`src/rtl/cpu_pkg.sv`:
```
// Shared definitions for the fetch stage: state encodings, instruction width
// and default reset PC.
package cpu_pkg;

    localparam int unsigned INSN_WIDTH       = 8;
    localparam int unsigned DEFAULT_PC_WIDTH = 8;
    localparam logic [DEFAULT_PC_WIDTH-1:0] DEFAULT_RESET_PC = '0;

    typedef enum logic [1:0] {
        StIdle = 2'd0,
        StReq  = 2'd1,
        StDrop = 2'd2
    } fetch_state_e;

endpackage

```
`src/rtl/insn_fetch.sv`:
```
// Instruction fetch stage: owns the PC, issues level req/ack reads to imem and
// holds one fetched instruction for the decoder, with stall and redirect.
module insn_fetch
    import cpu_pkg::*;
#(
    parameter int unsigned           PC_WIDTH = DEFAULT_PC_WIDTH,
    parameter logic [PC_WIDTH-1:0]   RESET_PC = PC_WIDTH'(DEFAULT_RESET_PC)
) (
    input  logic                  clk,
    input  logic                  rst,
    output logic                  imem_req,
    output logic [PC_WIDTH-1:0]   imem_addr,
    input  logic [INSN_WIDTH-1:0] imem_rdata,
    input  logic                  imem_ack,
    input  logic                  stall,
    input  logic                  redirect_en,
    input  logic [PC_WIDTH-1:0]   redirect_pc,
    output logic [INSN_WIDTH-1:0] insn,
    output logic                  insn_valid,
    output logic [PC_WIDTH-1:0]   insn_pc
);

    fetch_state_e          state_q, state_d;
    logic [PC_WIDTH-1:0]   pc_q, pc_d;
    logic [PC_WIDTH-1:0]   req_addr_q, req_addr_d;
    logic [INSN_WIDTH-1:0] insn_q, insn_d;
    logic [PC_WIDTH-1:0]   insn_pc_q, insn_pc_d;
    logic                  insn_valid_q, insn_valid_d;
    logic                  consume;

    always_ff @(posedge clk or posedge rst) begin
        if (rst) begin
            state_q      <= StIdle;
            pc_q         <= RESET_PC;
            req_addr_q   <= '0;
            insn_q       <= '0;
            insn_pc_q    <= '0;
            insn_valid_q <= 1'b0;
        end else begin
            state_q      <= state_d;
            pc_q         <= pc_d;
            req_addr_q   <= req_addr_d;
            insn_q       <= insn_d;
            insn_pc_q    <= insn_pc_d;
            insn_valid_q <= insn_valid_d;
        end
    end

    always_comb begin
        state_d      = state_q;
        pc_d         = pc_q;
        req_addr_d   = req_addr_q;
        insn_d       = insn_q;
        insn_pc_d    = insn_pc_q;
        consume      = insn_valid_q & ~stall;
        insn_valid_d = insn_valid_q & ~consume;

        unique case (state_q)
            StIdle: begin
                if (redirect_en) begin
                    pc_d       = redirect_pc;
                    req_addr_d = redirect_pc;
                    state_d    = StReq;
                end else if (!insn_valid_q || consume) begin
                    req_addr_d = pc_q;
                    state_d    = StReq;
                end
            end
            StReq: begin
                if (imem_ack) begin
                    if (redirect_en) begin
                        // Returned data belongs to the old path; reissue at the target.
                        pc_d       = redirect_pc;
                        req_addr_d = redirect_pc;
                    end else begin
                        insn_d       = imem_rdata;
                        insn_pc_d    = req_addr_q;
                        insn_valid_d = 1'b1;
                        pc_d         = pc_q + PC_WIDTH'(1);
                        state_d      = StIdle;
                    end
                end else if (redirect_en) begin
                    // Request cannot be withdrawn under level handshake; wait it out.
                    pc_d    = redirect_pc;
                    state_d = StDrop;
                end
            end
            StDrop: begin
                if (redirect_en) begin
                    pc_d = redirect_pc;
                end
                if (imem_ack) begin
                    req_addr_d = redirect_en ? redirect_pc : pc_q;
                    state_d    = StReq;
                end
            end
            default: begin
                state_d = StIdle;
            end
        endcase

        if (redirect_en) begin
            insn_valid_d = 1'b0;
        end
    end

    assign imem_req   = (state_q == StReq) || (state_q == StDrop);
    assign imem_addr  = req_addr_q;
    assign insn       = insn_q;
    assign insn_valid = insn_valid_q;
    assign insn_pc    = insn_pc_q;

endmodule
```
`config.mk`:
```
export PLATFORM = sky130hd
export DESIGN_NAME = insn_fetch
export DESIGN_NICKNAME = d
export VERILOG_FILES = /design/src/rtl/cpu_pkg.sv /design/src/rtl/insn_fetch.sv
export SDC_FILE = /design/constraint.sdc
export NUM_CORES = 1
export LEC_CHECK = 0
export BUFFER_PORTS_ARGS = -buffer_cell sky130_fd_sc_hd__buf_2
export CORE_MARGIN = 1
export CORE_UTILIZATION = 40
export DETAILED_ROUTE_END_ITERATION = 16
export PLACE_DENSITY = 0.62
export SYNTH_ARGS = -nofsm -noshare
export SYNTH_HDL_FRONTEND = slang
export SYNTH_SLANG_ARGS = --single-unit
```
`constraint.sdc`:
```
create_clock -name clk -period 5 [get_ports clk]
set_input_delay 0 -clock clk [delete_from_list [all_inputs] [get_ports clk]]
set_output_delay 0 -clock clk [all_outputs]
set_load 0.05 [all_outputs]
```
==> qor.yml <==
status: "complete, no violations"
slowest_stage: "nand3_1"
setup_viol: 0
core-area_um2: 4086
port_buffers: 46
crit_required_ns: 5.17
layout.nets: 244
cp.arrival_ns: 2.18
worstHoldEndpoint: "pc_q[4]"
dp.cells: 246
die-area_um2: 4596
crit_path_end_kind: "flip-flop"
r2r-start: "state_q[1]"
hold_depth: 3
crit_path_start_kind: "flip-flop"
drc: 0
hold_class: "input pin to flip-flop"
htree_levels: 2
via_per_inst: 5.277
cts.clk_slew.worst_paths_ns: 0.07
min_period_ns: 2.004
hold_viol: 0
yosys_warnings: 0
synthTopCellsByArea: "dfrtp_1 51%, mux2_2 10%, mux2i_1 6.4%"
fillerInstances: 387
globalplace.congestion: 0.8343
cts_tree: "built"
wl_mm: 3.677
row_count: 23
worst_slack_ns: 2.996
cts_sinks: 35
reg2reg_to: "insn_pc[7]"
synthFlopType: "dfrtp_1"
layout_commonest_cell: "buf_2"
finalSetupTns_ns: 0
skew_ns: 0.004370
rsz0062_at_grt: "false"
initial_core_util_pct: 42.38
place_ws_ns: 2.962
holdCritStartpoint: "redirect_pc[4]"
rrSetupSlack_ns: 3.00
cts_buffer_depth: 2
synth_seq_area_share_pct: 50.58
tightest_slew_ns: 0.7725
cp_max_fo: 17
root_buffer: "clkbuf_8"
cpPeakStageDelay_ns: 0.58
max_freq_ghz: 0.4990
chipHeight_um: 67.80
netlist.area_leader.share_pct: 50.58
drive_gt1_share_pct: 34.56
io_pins: 47
ant_nets: 0
path_buf_inv: 1
critPathTopFamily: "simple AND/OR/NAND/NOR gates"
path_class: "flip-flop to flip-flop"
cts_buffers: 5
clock_latency_ns: 0.29
grt_pass1_vias: 1354
insertedDiodeCount: 0
slew_headroom_pct: 48.36
drt-initial-drc-count: 66
antenna_found_initial: 0
fin_crit_sh_pct: 40.08
track_usage_pct: 18.32
synthCells: 155
die_x_um: 67.80
area_delta_synth_final_pct: 29.77
ys_types: 34
dpl.hpwl_mm: 2.584
postSynth.asyncResetShare_pct: 100.0
drv_slew: 0
p_leak_uw: 0.001042
path_cells: "inv_1 -> ha_1 -> nand3_1 -> mux2_2"
synth_top_area_cell: "dfrtp_1"
grt_overflow: 0
yosys_register_bits: 35
drv_cap: 0
avgSynthCellArea_um2: 11.17
worst_ir_drop_vdd_mv: 0.3892
synth_area_um2: 1732
synth_nets: 182
grt_start_max_net_pins: 36
via_count: 1409
drt_first_pass_iters: 4
mostFrequentLayoutCells: "46 x buf_2, 35 x dfrtp_1, 16 x mux2_2"
wl_per_cell_um: 13.77
final_cell_count_no_fill: 267
worstRegToRegCells: 4
power.density_nw_per_um2: 704.2
finalPower_uw: 1582
grt_pass1_wl_mm: 6.141
synth_edf_count: 0
-- stage by stage --
| stage | hold WS (ns) | util [%] | instance area (µm²) |
|---|---|---|---|
| finish | 0.005402 | 54.99 | 2247 |
| global route | 0.02056 | 54.99 | 2247 |
| CTS | 0.001953 | 54.99 | 2247 |
| detailed placement | 0.1268 | 48.96 | 2001 |
| global placement | 0.1143 | 48.96 | 2001 |
| floorplan | 0.1157 | - | 1732 |
-- repair_timing --
item	4_1_cts	5_1_grt
resized for setup	0	0
hold buffers	14	0
setup buffers	0	0
endpoints found under the hold margin	48	0
-- report_power, final --
group | switching (µW) | total [µW] | internal [µW]
sequential | 86.9 | 497 | 410
combinational | 594 | 837 | 243
clock | 103 | 249 | 146
-- registers in the layout, indices dropped and copies added (netlist names) --
name / count
imem_addr: 8
insn: 8
insn_pc: 8
insn_valid: 1
pc_q: 8
state_q: 2
-- worst min-delay path, stage by stage --
cell     delay [ns]
buf_2          0.09
o22ai_1        0.06
a21oi_1        0.10
-- cell usage after synthesis (2+ instances only) --
master and number:
dfrtp_1 35, mux2_2 16, a21oi_1 14, nor2_1 13, mux2i_1 11, nand2_1 8
inv_1 7, o21ai_0 7, ha_1 6, nand3_1 5, a22oi_1 3, clkbuf_1 3
nand4_1 3, o22ai_1 3, o311ai_0 2
-- layer usage --
layer,wire (µm),global-route usage (%),share of wire (%),vias up
met5,0,0,0,-
met4,74,8.333,2.0,0
met3,200,3.885,5.4,9
met2,1829,31.44,50,39
met1,1572,21.76,43,678
li1,-,-,-,683
-- layout make-up --
type	instances	area, µm²	area share, %
inverter	7	26.28	1.169
tap	50	62.56	2.784
clock buffer	5	68.82	3.062
clock inverter	2	37.54	1.670
multi-input combinational	107	798.3	35.52
sequential	35	875.8	38.98
timing repair buffer	61	377.9	16.82
-- cell families after synthesis --
group	after synthesis	synth area share (%)
and+or+nand+nor	39	12.07
DFF	35	50.58
AOI/OAI and AO/OA	34	12.43
muxes	27	16.76
buffers and inverters	13	3.323
adders and majority gates	6	4.335
xor gates and xnor gates	1	0.5059
-- how the worst max path moves through the flow --
| stage | startpoint | endpoint | slack [ns] | cells after the start |
|---|---|---|---|---|
| global route | state_q[1] | insn_pc[4] | 2.83 | 4 |
| CTS | state_q[1] | insn_pc[4] | 2.96 | 4 |
| detailed placement | state_q[1] | insn_pc[4] | 2.96 | 4 |
| finish | state_q[1] | insn_pc[7] | 3.00 | 4 |
| global placement | state_q[1] | pc_q[5] | 3.10 | 6 |
| floorplan | state_q[1] | pc_q[5] | 3.24 | 6 |
Note: power is estimated with default switching activity, not from simulation.
